==> src/rtl/vid_in_axis_sync_ctrl.sv <==
// vid_in_axis_sync_ctrl
// Sequencing controller for the 16-bit video-in to AXI4-Stream bridge.
// Flushes the bridge, aligns the stream to vsync + tuser, polices line length
// and SOF placement on the snooped master AXIS, and recovers from FIFO
// overflow by flush/resync.
// Optional sticky interrupt logic: define VID_IN_SYNC_CTRL_IRQ_EN.
module vid_in_axis_sync_ctrl #(
    parameter int C_HSIZE_WIDTH  = 12,
    parameter int C_FLUSH_CYCLES = 16,
    parameter int C_LOCK_FRAMES  = 2,
    parameter int C_CNT_WIDTH    = 16
) (
    input  logic                     aclk,
    input  logic                     aresetn,
    input  logic                     ctrl_enable,
    input  logic [C_HSIZE_WIDTH-1:0] cfg_hsize,
    input  logic                     vtd_vsync,
    input  logic                     wr_error,
    input  logic                     mon_tvalid,
    input  logic                     mon_tready,
    input  logic                     mon_tuser,
    input  logic                     mon_tlast,
    output logic                     axis_enable,
    output logic                     bridge_rst,
    output logic                     locked,
    output logic                     busy,
    output logic [C_CNT_WIDTH-1:0]   frame_count,
    output logic [C_CNT_WIDTH-1:0]   err_count,
    output logic                     irq,
    input  logic                     irq_clr
);

    localparam int HW = C_HSIZE_WIDTH;
    localparam int FW = (C_FLUSH_CYCLES > 2) ? $clog2(C_FLUSH_CYCLES) : 1;
    localparam int GW = (C_LOCK_FRAMES > 1) ? $clog2(C_LOCK_FRAMES + 1) : 1;
    localparam logic [GW-1:0] LOCK_N = GW'(C_LOCK_FRAMES);

    typedef enum logic [2:0] {
        S_IDLE, S_FLUSH, S_WAIT_VS, S_ARM, S_RUN, S_STOP
    } state_t;

    state_t          state, state_nxt;
    logic [2:0]      vs_sync, ovf_sync;
    logic [FW-1:0]   flush_cnt;
    logic [HW-1:0]   hsize, pix_cnt, pix_inc;
    logic [GW-1:0]   good_frames, good_inc;
    logic            frame_err;
    logic            axis_en_d, bridge_rst_d, busy_d;

    logic vs_rise, ovf_rise, beat, streaming, flush_done;
    logic ovf_evt, line_err, sof_err, arm_sof, arm_err, mon_beat;
    logic stream_err, sof_good, err_evt;

    // two-flop synchronizers plus one history flop for edge detection
    always_ff @(posedge aclk or negedge aresetn) begin
        if (!aresetn) begin
            vs_sync  <= '0;
            ovf_sync <= '0;
        end else begin
            vs_sync  <= {vs_sync[1:0], vtd_vsync};
            ovf_sync <= {ovf_sync[1:0], wr_error};
        end
    end

    assign vs_rise    = vs_sync[1] & ~vs_sync[2];
    assign ovf_rise   = ovf_sync[1] & ~ovf_sync[2];
    assign beat       = mon_tvalid & mon_tready;
    assign streaming  = (state == S_RUN) || (state == S_STOP);
    assign flush_done = (state == S_FLUSH) && (flush_cnt == '0);

    // Beat policing: the pixel count saturates so a runaway line cannot wrap
    // back into a false match against hsize.
    assign pix_inc  = (pix_cnt == '1) ? pix_cnt : pix_cnt + 1'b1;
    assign line_err = mon_tlast ? (pix_inc != hsize) : (pix_inc == hsize);
    assign sof_err  = mon_tuser && (pix_cnt != '0);
    assign good_inc = (good_frames == LOCK_N) ? good_frames : good_frames + 1'b1;

    // Overflow pre-empts whatever the same-cycle beat would have done.
    assign ovf_evt    = ovf_rise && ((state == S_ARM) || streaming);
    assign arm_sof    = (state == S_ARM) && ctrl_enable && beat && mon_tuser && !ovf_evt;
    assign arm_err    = (state == S_ARM) && ctrl_enable && beat && !mon_tuser && !ovf_evt;
    assign mon_beat   = streaming && beat && !ovf_evt;
    assign stream_err = mon_beat && (line_err || sof_err);
    assign sof_good   = mon_beat && mon_tuser && (pix_cnt == '0) && !frame_err && !line_err;
    assign err_evt    = ovf_evt || stream_err || arm_err;

    // state register
    always_ff @(posedge aclk or negedge aresetn) begin
        if (!aresetn) state <= S_IDLE;
        else          state <= state_nxt;
    end

    // next-state logic
    always_comb begin
        state_nxt = state;
        case (state)
            S_IDLE: begin
                if (ctrl_enable) state_nxt = S_FLUSH;
            end
            S_FLUSH: begin
                if (flush_done) state_nxt = ctrl_enable ? S_WAIT_VS : S_IDLE;
            end
            S_WAIT_VS: begin
                if (!ctrl_enable)  state_nxt = S_IDLE;
                else if (vs_rise)  state_nxt = S_ARM;
            end
            S_ARM: begin
                if (ovf_rise)          state_nxt = S_FLUSH;
                else if (!ctrl_enable) state_nxt = S_IDLE;
                else if (beat)         state_nxt = mon_tuser ? S_RUN : S_FLUSH;
            end
            S_RUN: begin
                // a stop request on a line-ending beat needs no drain
                if (ovf_rise)          state_nxt = S_FLUSH;
                else if (!ctrl_enable) state_nxt = (beat && mon_tlast) ? S_IDLE : S_STOP;
            end
            S_STOP: begin
                if (ovf_rise || (beat && mon_tlast)) state_nxt = S_IDLE;
            end
            default: state_nxt = S_IDLE;
        endcase
    end

    // output decode from the current state
    always_comb begin
        axis_en_d    = (state == S_ARM) || streaming;
        bridge_rst_d = (state == S_FLUSH);
        busy_d       = (state != S_IDLE);
    end

    // registered bridge controls
    always_ff @(posedge aclk or negedge aresetn) begin
        if (!aresetn) begin
            axis_enable <= 1'b0;
            bridge_rst  <= 1'b0;
            busy        <= 1'b0;
        end else begin
            axis_enable <= axis_en_d;
            bridge_rst  <= bridge_rst_d;
            busy        <= busy_d;
        end
    end

    // flush timer, line/frame tracking, lock and statistics counters
    always_ff @(posedge aclk or negedge aresetn) begin
        if (!aresetn) begin
            flush_cnt   <= '0;
            hsize       <= HW'(1);
            pix_cnt     <= '0;
            frame_err   <= 1'b1;
            good_frames <= '0;
            locked      <= 1'b0;
            frame_count <= '0;
            err_count   <= '0;
        end else begin
            if (state != S_FLUSH)    flush_cnt <= FW'(C_FLUSH_CYCLES - 1);
            else if (flush_cnt != '0) flush_cnt <= flush_cnt - 1'b1;

            // zero-width lines are meaningless; run them as single-pixel lines
            if (flush_done) hsize <= (cfg_hsize == '0) ? HW'(1) : cfg_hsize;

            // frame_err: something went wrong since the last SOF
            if (state == S_FLUSH) begin
                pix_cnt   <= '0;
                frame_err <= 1'b1;
            end else if (arm_sof) begin
                // a single-pixel line ends on its SOF beat
                pix_cnt   <= mon_tlast ? '0 : HW'(1);
                frame_err <= 1'b0;
            end else if (mon_beat) begin
                pix_cnt   <= mon_tlast ? '0 : pix_inc;
                frame_err <= mon_tuser ? (line_err || sof_err)
                                       : (frame_err || line_err || sof_err);
            end

            if ((state == S_FLUSH) || err_evt) good_frames <= '0;
            else if (sof_good)                 good_frames <= good_inc;

            if (!streaming || err_evt)              locked <= 1'b0;
            else if (sof_good && good_inc == LOCK_N) locked <= 1'b1;

            if ((arm_sof || (mon_beat && mon_tuser)) && frame_count != '1)
                frame_count <= frame_count + 1'b1;

            if (err_evt && err_count != '1)
                err_count <= err_count + 1'b1;
        end
    end

`ifdef VID_IN_SYNC_CTRL_IRQ_EN
    logic irq_ovf, irq_line, irq_lock, locked_d, irq_q;

    // sticky causes: a set event in the same cycle as irq_clr wins
    always_ff @(posedge aclk or negedge aresetn) begin
        if (!aresetn) begin
            irq_ovf  <= 1'b0;
            irq_line <= 1'b0;
            irq_lock <= 1'b0;
            locked_d <= 1'b0;
            irq_q    <= 1'b0;
        end else begin
            locked_d <= locked;
            irq_ovf  <= ovf_evt                 || (irq_ovf  && !irq_clr);
            irq_line <= (stream_err || arm_err) || (irq_line && !irq_clr);
            irq_lock <= (locked && !locked_d)   || (irq_lock && !irq_clr);
            irq_q    <= irq_ovf || irq_line || irq_lock;
        end
    end

    assign irq = irq_q;
`else
    // no interrupt logic in this build; irq_clr has nothing to clear
    assign irq = 1'b0 & irq_clr;
`endif

endmodule

==> config.mk <==
export PLATFORM = sky130hd
export DESIGN_NAME = vid_in_axis_sync_ctrl
export DESIGN_NICKNAME = d
export VERILOG_FILES = /design/src/rtl/vid_in_axis_sync_ctrl.sv
export SDC_FILE = /design/constraint.sdc
export NUM_CORES = 1
export LEC_CHECK = 0
export ABC_AREA = 1
export CAP_MARGIN = 20
export CORE_AREA = 4 4 91 93
export DETAILED_ROUTE_END_ITERATION = 8
export DIE_AREA = 0 0 95 97
export GPL_TIMING_DRIVEN = 0
export PLACE_DENSITY = 0.84
export SYNTH_ARGS = -nofsm -noshare
export SYNTH_HDL_FRONTEND = slang
export SYNTH_SLANG_ARGS = --single-unit
export TNS_END_PERCENT = 1
==> constraint.sdc <==
create_clock -name aclk -period 4.5 [get_ports aclk]
set_clock_uncertainty 0.1 [all_clocks]
set_input_delay 0.45 -clock aclk [delete_from_list [all_inputs] [get_ports aclk]]
set_output_delay 0.45 -clock aclk [all_outputs]
set_load 0.02 [all_outputs]
==> results.md, run 1 <==
- Setup-failing EPs final: 0
- Antenna diodes: 0
- Final hold vios: 0
- Util after Layout: 0.7069
- Max_cap viols: 0
- Clock slew at reported path FFs: ~0.09 ns
- Syn Inst Count: 556
- Critical path launch point: pix_cnt[0]
- Area of the multi-input gates: 2156 sq um
- Dpl ws: roughly 1.5 ns
- Routed vias: between 3,000 and 4,000
- FF/Latch Area: roughly 1900 sq um
- Vias in the first global route: 3,992
- Fmax: 345.5 MHz
- Slew @ Worst Pin: roughly 0.9 ns
- Die area: ~9200 sq um
- Clk_lat worst skew: about 0.36 ns
- Period utilisation layout: 0.6431
- DPL Wire Length: 7720 microns
- Syn_area_per_cell: between 7 and 8 sq um
- Critical path's top delay family: simple AND/OR/NAND/NOR gates
- Cell taking the most area after synthesis: dfrtp_1
- Fillcell total: 583
- Reg2reg start: pix_cnt[0]
- Slowest CP cell: dfrtp_1
- RSZ-0062 raised after global routing: no
- Fraction of layout cells with a size suffix above 1: 0.1000
- Most frequent cell on the critical path: nand2_1
- Congestion Overflow GR: 0
- Netlist Area Pre-Place: approximately 4400 sq um
- Largest stage delay, worst path: 0.40 ns
- Final setup TNS: 0 ns
- Most used DFF post-synth: dfrtp_1
- WL/cell: 14.40 microns
- Post-synth EDFFs: 0
- First-pass GRT wire length: roughly 18,000 microns
- Num ports: between 50 and 60
- Ys async rst share: 1.000
- Initial Util: 0.5814
- Post-synth top cells: nand2_1 (157), dfrtp_1 (74), inv_1 (59), nand3_1 (56), nor2_1 (37)
- Chip height: around 97 microns
- Slew margin rel.: 0.3813
- Count leader, synth: nand2_1
- Routed Antenna Nets: 0
- Post-CTS setup buffer count: 0
- Sequential fraction of the synthesis area: 0.4351
- Synth area leaders: dfrtp_1 (42%), nand2_1 (13%), nand3_1 (6.4%)
- Clock tree from TritonCTS: yes
- Ys Warns: 0
- Post-synth top area share: 0.4231
- Vias/cell: roughly 5.4
- P&R area growth vs syn: 21.58%
- Max Slew Vio Count: 0
- CP startpoint kind: flop
- First-pass detailed-route iteration total: 5
- Post-synth net total: ~590
- CP Max Fanout: 10
- DRC: 0
- Root buffer cell: clkbuf_8
- WL final: 10,540 microns
- Number of cell rows: 32
- Setup ws final: approximately 1.6 ns
- GR Util All Layers: 0.2462
- H-tree levels: 3
- Leakage: about 2.5 nW
- Kind of critical path: reg -> reg
- Initial antenna violation count: 0
- Drt first-iter violations: ~230
- CP required: between 4 and 5 ns
- Core ar.: 7527 sq um
- Reg2reg setup slack: ~1.6 ns
- Final weighted congestion in routability-driven placement: 0.9662
- Buf/Inv on CP: 2
- Worst Hold Class: reg -> reg
- Cell breakdown of the critical path: ha_1 -> nand2_2 -> nor2_4 -> nand3_4 -> buf_6 -> nand2_1 -> nand2_1 -> nand2_1 -> nand3_1 -> nor2_1 -> nand2_1 -> nand2_1 -> nand2_2 -> nand2_2 -> nand2_4 -> nand2_8 -> nand2_4 -> buf_12 -> nand2_2 -> nand2_1
- CP Capture Type: flop
- Netlist cell types: 41
- Die Wd: approximately 95 microns
- Clock sink count: 76
- Synthesized flop and latch total: 76
- Final net count: approximately 650
- Max VDD drop: roughly 0.21 mV
- Hold Startpoint: vs_sync[0]
- PD cells: ~350 nW/um^2
- CTS Buffer Depth: 2
- TritonCTS buffer count: 9
- Outcome: completed
- Port Buffers: 56
- Largest net degree at the start of global routing: 43
- CP arrival: slightly above 3 ns
- Final worst path period need: roughly 2.9 ns
-- placed cells by master, fill, tap and decap left out, types with 2 or more instances in the layout --
master           count
clkbuf_8             9
nor2_1              37
xnor2_1             15
inv_6                3
ha_1                 7
nand2_4              2
nor4_1               8
inv_2                3
nor2_4               6
nand3b_1             3
nand4_1             13
o21ai_0             34
nor3_4               2
buf_4                5
xor2_1              14
a211oi_1             2
nand3_1             56
clkdlybuf4s50_1     55
a21oi_1              8
dfstp_2              2
dfrtp_1             74
nor3_1               8
clkbuf_1             6
nand2_1            157
nand2_2             17
inv_1               59
buf_12               2
bufinv_16            2
o22ai_1              2
-- worst paths after layout --
check | to | cells after the start
min reg2reg | vs_sync[1] | 0
min in group asynchronous | pix_cnt[11] | 2
max | err_count[9] | 20
max in group asynchronous | frame_err | 3
max reg2reg | err_count[9] | 20
min | vs_sync[1] | 0
-- state kept, by name, indices dropped and copies added, names as in the netlist --
register     cells
bridge_rst       1
frame_count     16
hsize           12
flush_cnt        4
vs_sync          3
ovf_sync         3
good_frames      2
busy             1
locked           1
pix_cnt         12
err_count       16
state            3
frame_err        1
axis_enable      1
-- repair_timing --
action                                 CTS  global route
resized for setup                        0             0
endpoints found under the hold margin   33             0
hold buffers                             1             0
-- logic make-up (layout without fill, tap and decap cells) --
group	Yosys count	after routing	synth area share
flops	76	76	0.4351
other cells	1	1	0.0008568
xor+xnor	29	29	0.05803
buf+inv	74	148	0.07233
simple gates	317	317	0.3476
mux	1	1	0.002573
fa+ha+maj	7	7	0.02001
compound gates	51	51	0.06347
-- stage by stage --
| step | total power, W | hold WS, ns | cell area, sq um | cells |
|---|---|---|---|---|
| after floorplan | 0.001064 | 0.05441 | 4377 | 556 |
| after global placement | 0.001218 | 0.2323 | 5065 | 714 |
| after detailed placement | 0.001241 | 0.2502 | 5082 | 715 |
| after CTS | 0.001846 | 0.2805 | 5321 | 732 |
| after global routing | 0.001933 | 0.2803 | 5321 | 732 |
| final | 0.001840 | 0.2810 | 5321 | 732 |
-- routing by layer --
layer	part of all wire	global-route usage
met1	0.43	0.3225
met5	0	0
met4	0.027	0.09434
met2	0.50	0.4008
met3	0.045	0.04666
-- final cells by class --
| class | count | share of cell area |
|---|---|---|
| Inverter | 62 | 0.04373 |
| Tap cell | 102 | 0.02398 |
| Buffer | 12 | 0.01575 |
| Multi-Input combinational cell | 406 | 0.4051 |
| Sequential cell | 76 | 0.3579 |
| Clock inverter | 7 | 0.01975 |
| Clock buffer | 9 | 0.02328 |
| Timing Repair Buffer | 58 | 0.1105 |
-- power by group --
| part | internal [W] | total, W | switching, W |
|---|---|---|---|
| sequential | 0.000742 | 0.000791 | 0.0000493 |
| combinational | 0.000166 | 0.000444 | 0.000277 |
| clock | 0.000322 | 0.000605 | 0.000283 |
(Power assumes the default switching activity.)
==> inputs of run 2 (changes only) <==
--- a/config.mk
+++ b/config.mk
@@ -7,11 +7,11 @@
 export LEC_CHECK = 0
 export ABC_AREA = 1
 export CAP_MARGIN = 20
-export CORE_AREA = 4 4 91 93
+export CORE_AREA = 4 4 95 97
 export DETAILED_ROUTE_END_ITERATION = 8
-export DIE_AREA = 0 0 95 97
+export DIE_AREA = 0 0 99 101
 export GPL_TIMING_DRIVEN = 0
-export PLACE_DENSITY = 0.84
+export PLACE_DENSITY = 0.78
 export SYNTH_ARGS = -nofsm -noshare
 export SYNTH_HDL_FRONTEND = slang
 export SYNTH_SLANG_ARGS = --single-unit
==> constraint.sdc (replaced) <==
create_clock -name aclk -period 2.7 [get_ports aclk]
set_clock_uncertainty 0.1 [all_clocks]
set_input_delay 0.27 -clock aclk [delete_from_list [all_inputs] [get_ports aclk]]
set_output_delay 0.27 -clock aclk [all_outputs]
set_load 0.02 [all_outputs]
==> results.md, run 2 (same netlist as run 1, synthesis figures left out) <==
- Fillcell total: 660 (was 583)
- Setup ws final: 0.08129 ns (was 1.606 ns)
- CP startpoint kind: flop (unchanged)
- Switching Share: 0.3325 (was 0.3313)
- H-tree levels: 3 (unchanged)
- Inst Count DP: 718 (was 715)
- FF/Latch Area: 1906 sq um (was 1904 sq um)
- Initial antenna violation count: 0 (unchanged)
- Setup-failing EPs final: 0 (unchanged)
- Routed Antenna Nets: 0 (unchanged)
- Die area: 9999 sq um (was 9215 sq um)
- CTS Buffer Depth: 2 (unchanged)
- Max VDD drop: 0.3715 mV (was 0.2082 mV)
- Die Wd: 99 microns (was 95 microns)
- Period utilisation layout: 0.9699 (was 0.6431)
- Most frequent cell on the critical path: nand2_1 (unchanged)
- Vias/cell: 5.340 (was 5.406)
- Max Slew Vio Count: 0 (unchanged)
- Port Buffers: 56 (unchanged)
- Kind of critical path: reg -> reg (unchanged)
- Area of the multi-input gates: 2207 sq um (was 2156 sq um)
- Biggest regs: err_count x16, frame_count x16 (unchanged)
- DPL Wire Length: 7378 microns (was 7720 microns)
- CP Capture Type: flop (unchanged)
- Largest stage delay, worst path: 0.43 ns (was 0.40 ns)
- Drt first-iter violations: 174 (was 234)
- Final net count: 655 (was 654)
- P&R area growth vs syn: 22.27% (was 21.58%)
- GR Util All Layers: 0.2063 (was 0.2462)
- Routed vias: 3,925 (was 3,957)
- Sequential Power Share: 0.454 (was 0.430)
- Slew margin rel.: 0.6168 (was 0.3813)
- CP required: 2.83 ns (was 4.64 ns)
- Chip height: 101 microns (was 97 microns)
- Fraction of layout cells with a size suffix above 1: 0.1111 (was 0.1000)
- Worst Hold Class: in -> async (was reg -> reg)
- Core ar.: 8134 sq um (was 7527 sq um)
- WL final: 9871 microns (was 10,540 microns)
- Fmax: 381.9 MHz (was 345.5 MHz)
- Slew @ Worst Pin: 0.5688 ns (was 0.9210 ns)
- Clock power frac: 0.291 (was 0.329)
- Initial Util: 0.5381 (was 0.5814)
- Clock slew at reported path FFs: 0.09 ns (about the same)
- Comb pwr share: 0.255 (was 0.241)
- DRC: 0 (unchanged)
- Largest net degree at the start of global routing: 60 (was 43)
- TritonCTS buffer count: 9 (unchanged)
- Layout Cells excl Fill: 735 (was 732)
- Vias in the first global route: 3,909 (was 3,992)
- Max_cap viols: 0 (unchanged)
- Final hold vios: 0 (unchanged)
- PD cells: 543.7 nW/um^2 (was 345.8 nW/um^2)
- Congestion Overflow GR: 0 (unchanged)
- Final weighted congestion in routability-driven placement: 0.9099 (was 0.9662)
- Num ports: 59 (unchanged)
- Clk_lat worst skew: 0.35 ns (was 0.36 ns)
- First-pass GRT wire length: 16,950 microns (was 18,200 microns)
- Leakage: 2.514 nW (was 2.501 nW)
- Commonest non-fill, non-tap cells in the layout: nand2_1 (157), dfrtp_1 (73), inv_1 (59), nand3_1 (55), clkdlybuf4s50_1 (55) (was nand2_1 (157), dfrtp_1 (74), inv_1 (59), nand3_1 (56), clkdlybuf4s50_1 (55))
- NetSw: 0.0009673 W (was 0.0006097 W)
- Number of cell rows: 33 (was 32)
- First-pass detailed-route iteration total: 5 (unchanged)
- WL/cell: 13.43 microns (was 14.40 microns)
- Commonest non-fill, non-tap cell in the layout: nand2_1 (unchanged)
- Outcome: completed (unchanged)
- Util after Layout: 0.6579 (was 0.7069)
- RSZ-0062 raised after global routing: yes (was no)
- Pwr Total: 0.002909 W (was 0.001840 W)
- Clock sink count: 76 (unchanged)
- Antenna diodes: 0 (unchanged)
- Dpl ws: -0.1095 ns (was 1.539 ns)
- Cell breakdown of the critical path: ha_4 -> nand3_1 -> nor2_1 -> nand3b_2 -> nand2_1 -> nand2_1 -> nand2_1 -> nand2_1 -> nor2_2 -> nand2_1 -> nand2_1 -> nand2_2 -> nand2_2 -> nand2_4 -> nand2_8 -> nand2_8 -> buf_12 -> nand2_2 -> nand2_1 (was ha_1 -> nand2_2 -> nor2_4 -> nand3_4 -> buf_6 -> nand2_1 -> nand2_1 -> nand2_1 -> nand3_1 -> nor2_1 -> nand2_1 -> nand2_1 -> nand2_2 -> nand2_2 -> nand2_4 -> nand2_8 -> nand2_4 -> buf_12 -> nand2_2 -> nand2_1)
- CP arrival: 2.75 ns (was 3.03 ns)
- Slowest CP cell: dfrtp_1 (unchanged)
- Root buffer cell: clkbuf_8 (unchanged)
- CP Max Fanout: 10 (unchanged)
- Final worst path period need: 2.619 ns (was 2.894 ns)
- Pint: 0.001942 W (was 0.001231 W)
- Clock tree from TritonCTS: yes (unchanged)
-- run 2: changes by cell type in the layout (fill, tap and decap cells not counted), sizes merged --
cell / before / now
buf: 8 / 9
bufinv: 2 / 1
clkinv: 0 / 2
clkinvlp: 1 / 2
inv: 66 / 63
-- run 2: final timing paths --
check / startpoint / to / slack (ns) / cells past startpoint
min reg2reg: ovf_sync[0] / ovf_sync[1] / 0.26 / 0
max in group asynchronous: aresetn / hsize[0] / 1.65 / 3
min in group aclk: vtd_vsync / vs_sync[0] / 0.25 / 1
max: pix_cnt[1] / err_count[10] / 0.08 / 19
min: aresetn / locked / 0.23 / 2
max reg2reg: pix_cnt[1] / err_count[10] / 0.08 / 19
-- run 2: final cells by class --
cell class,count,share of cell area
timing repair buffer,59,0.1127
multi-input combinational,406,0.4124
clock inverter,6,0.01192
inverter,62,0.04349
buffer,12,0.01567
tap,105,0.02455
sequential,76,0.3561
clock buffer,9,0.02315
-- run 2: through the flow --
stage          cell area [sq um]  hold slack (ns)  TNS (ns)
2_1_floorplan               4377          -0.1256         0
3_3_place_gp                5069           0.2330   -101.32
3_5_place_dp                5094          0.06611    -1.040
4_1_cts                     5306           0.2302         0
5_1_grt                     5351           0.2389    -1.264
6_report                    5351           0.2342         0
-- run 2: routing by layer --
metal	part of all wire	GRT usage	up-vias
met5	0	0	-
met4	0.020	0.07983	0
met3	0.047	0.04014	18
met2	0.49	0.3559	117
met1	0.44	0.2555	1856
li1	-	-	1934
-- run 2: power by group through the flow --
stage	Sequential (W)	Combinational, W	Clock (W)
2_1_floorplan	0.00139	0.000386	0
3_3_place_gp	0.00133	0.000702	0
3_5_place_dp	0.00134	0.000734	0
4_1_cts	0.00132	0.000735	0.000864
5_1_grt	0.00134	0.000823	0.000919
6_report	0.00132	0.000742	0.000847
-- run 2: critical path, delay by kind of cell (launching register included) --
family | cells | cell delay [ns]
fa+ha+maj | 1 | 0.21
simple gates | 17 | 1.62
flops | 1 | 0.43
buf+inv | 1 | 0.16
-- run 2: timing repair --
action,4_1_cts,5_1_grt
endpoints found under the setup margin,11,40
gates resized for setup,3,8
pin swaps,0,3
endpoints found under the hold margin,17,0
hold buffers,1,0
buffers inserted,0,1
==> inputs of run 3 (changes only) <==
--- a/config.mk
+++ b/config.mk
@@ -12,6 +12,7 @@
 export DIE_AREA = 0 0 99 101
 export GPL_TIMING_DRIVEN = 0
 export PLACE_DENSITY = 0.78
+export REMOVE_ABC_BUFFERS = 1
 export SYNTH_ARGS = -nofsm -noshare
 export SYNTH_HDL_FRONTEND = slang
 export SYNTH_SLANG_ARGS = --single-unit
==> results.md, run 3 (same netlist as run 1, synthesis figures left out) <==
- Worst Hold Class: in -> async (unchanged)
- CTS Buffer Depth: 2 (unchanged)
- CP required: 2.88 ns (was 2.83 ns)
- WL/cell: 13.76 microns (was 13.43 microns)
- Final weighted congestion in routability-driven placement: 0.8746 (was 0.9099)
- CP arrival: 2.81 ns (was 2.75 ns)
- CP Max Fanout: 8 (was 10)
- RSZ-0062 raised after global routing: yes (unchanged)
- NetSw: 0.001006 W (was 0.0009673 W)
- Clock power frac: 0.305 (was 0.291)
- Period utilisation layout: 0.9720 (was 0.9699)
- Largest net degree at the start of global routing: 62 (was 60)
- CP startpoint kind: flop (unchanged)
- Vias/cell: 5.316 (was 5.340)
- Pwr Total: 0.002993 W (was 0.002909 W)
- Max Slew Vio Count: 0 (unchanged)
- PD cells: 548.3 nW/um^2 (was 543.7 nW/um^2)
- CP Capture Type: flop (unchanged)
- Hold Slack: 0.2146 ns (was 0.2342 ns)
- Commonest non-fill, non-tap cell in the layout: nand2_1 (unchanged)
- Slew @ Worst Pin: 0.5786 ns (was 0.5688 ns)
- Num ports: 59 (unchanged)
- Max_cap viols: 0 (unchanged)
- Drt first-iter violations: 201 (was 174)
- GR Util All Layers: 0.2014 (was 0.2063)
- Die area: 9999 sq um (unchanged)
- Chip height: 101 microns (unchanged)
- Commonest non-fill, non-tap cells in the layout: nand2_1 (153), dfrtp_1 (73), inv_1 (59), clkdlybuf4s50_1 (55), nand3_1 (52) (was nand2_1 (157), dfrtp_1 (73), inv_1 (59), nand3_1 (55), clkdlybuf4s50_1 (55))
- Reg2reg start: pix_cnt[1] (unchanged)
- Root buffer cell: clkbuf_8 (unchanged)
- Vias in the first global route: 3,740 (was 3,909)
- Sequential Power Share: 0.445 (was 0.454)
- Die Wd: 99 microns (unchanged)
- H-tree levels: 3 (unchanged)
- Final net count: 656 (was 655)
- Setup-failing EPs final: 0 (unchanged)
- Reg2reg end: err_count[11] (was err_count[10])
- Pint: 0.001987 W (was 0.001942 W)
- Clock slew at reported path FFs: 0.09 ns (about the same)
- Antenna diodes: 0 (unchanged)
- Fraction of layout cells with a size suffix above 1: 0.1329 (was 0.1111)
- Number of cell rows: 33 (unchanged)
- Util after Layout: 0.6711 (was 0.6579)
- Reg2reg setup slack: 0.08 ns (about the same)
- First-pass GRT wire length: 16,540 microns (was 16,950 microns)
- Fmax: 381.1 MHz (was 381.9 MHz)
- Initial antenna violation count: 0 (unchanged)
- Biggest regs: err_count x16, frame_count x16 (unchanged)
- Final hold vios: 0 (unchanged)
- Slew margin rel.: 0.6107 (was 0.6168)
- WL final: 10,140 microns (was 9871 microns)
- DRC: 0 (unchanged)
- Comb pwr share: 0.250 (was 0.255)
- Port Buffers: 56 (unchanged)
- Routed Antenna Nets: 0 (unchanged)
- Initial Util: 0.5381 (unchanged)
- R2R depth: 18 (was 19)
- Max VDD drop: 0.3525 mV (was 0.3715 mV)
- First-pass detailed-route iteration total: 4 (was 5)
- Final worst path period need: 2.624 ns (was 2.619 ns)
- Routed vias: 3,918 (was 3,925)
- Outcome: completed (unchanged)
- Core ar.: 8134 sq um (unchanged)
- Kind of critical path: reg -> reg (unchanged)
- Clk_lat worst skew: 0.35 ns (about the same)
- Congestion Overflow GR: 0 (unchanged)
- Leakage: 2.553 nW (was 2.514 nW)
- DPL Wire Length: 7066 microns (was 7378 microns)
- Final setup TNS: 0 ns (unchanged)
- Clock tree from TritonCTS: yes (unchanged)
- TritonCTS buffer count: 9 (unchanged)
- Switching Share: 0.3360 (was 0.3325)
- P&R area growth vs syn: 24.73% (was 22.27%)
- Clock sink count: 76 (unchanged)
-- run 3: cell count changes in the layout (fill, tap and decap cells not counted), moves of 2 or more --
cell,delta
nand3_2,+4
buf_4,+4
nand2_1,-4
nand3_1,-3
nand2_2,+4
clkinv_4,+3
clkinvlp_4,-2
clkbuf_1,-6
-- run 3: routing by layer --
layer / global-route usage / share of wire / vias up
met5: 0 / 0 / -
met4: 0.09664 / 0.024 / 0
met3: 0.03253 / 0.048 / 24
met2: 0.3461 / 0.50 / 120
met1: 0.2470 / 0.43 / 1824
li1: - / - / 1950
-- run 3: worst max-delay path by stage --
stage	from	to	slack (ns)	cells past startpoint
6_report	pix_cnt[1]	err_count[11]	0.08	18
5_1_grt	pix_cnt[1]	err_count[11]	-0.12	18
3_3_place_gp	aresetn	frame_count[8]	-1.42	1
3_5_place_dp	mon_tready	frame_count[15]	-0.40	13
2_1_floorplan	state[1]	frame_count[15]	0.34	13
4_1_cts	pix_cnt[0]	err_count[2]	0.03	18
-- run 3: cell type report --
class | instances | area (sq um)
inverters | 62 | 232.7
repair buffers | 70 | 719.4
flip-flops and latches | 76 | 1906
well taps | 105 | 131.4
clock inverters | 6 | 72.57
clock buffers | 10 | 137.6
multi-input cells | 408 | 2260
fillers | 629 | 2675
-- run 3: power groups by stage --
stage          registers, W  logic [W]  clock network, W
2_1_floorplan       0.00140   0.000352                 0
3_3_place_gp        0.00134   0.000666                 0
3_5_place_dp        0.00134   0.000690                 0
4_1_cts             0.00133   0.000700          0.000932
5_1_grt             0.00134   0.000829          0.000985
6_report            0.00133   0.000749          0.000914
-- run 3: metrics by stage --
step | instance area (sq um) | cells | setup WS [ns]
finish | 5459 | 737 | 0.07571
global route | 5459 | 737 | -0.1173
CTS | 5266 | 724 | 0.02544
detailed placement | 5010 | 706 | -0.3995
global placement | 4985 | 705 | -1.423
floorplan | 4293 | 544 | 0.3388
-- run 3: critical path, cell delays in order, from the launching register on --
cell	delay, ns
dfrtp_1	0.43
ha_4	0.20
nand2_4	0.07
nor2_4	0.20
nand3_4	0.15
nand3_2	0.10
nand2_1	0.05
nor2_1	0.13
nand3_1	0.14
nor2_2	0.17
nand2_1	0.07
nand2_1	0.08
nand2_2	0.07
nand2_2	0.10
nand2_4	0.07
nand2_8	0.14
buf_4	0.14
nand3_1	0.07
nand2_1	0.09
-- run 3: timing repair --
| item | CTS | global route |
|---|---|---|
| endpoints found under the setup margin | 18 | 30 |
| endpoints found under the hold margin | 15 | 0 |
| hold buffers | 1 | 0 |
| buffers inserted | 1 | 10 |
| pin swaps | 1 | 23 |
| gates cloned | 0 | 3 |
| gates resized for setup | 5 | 14 |
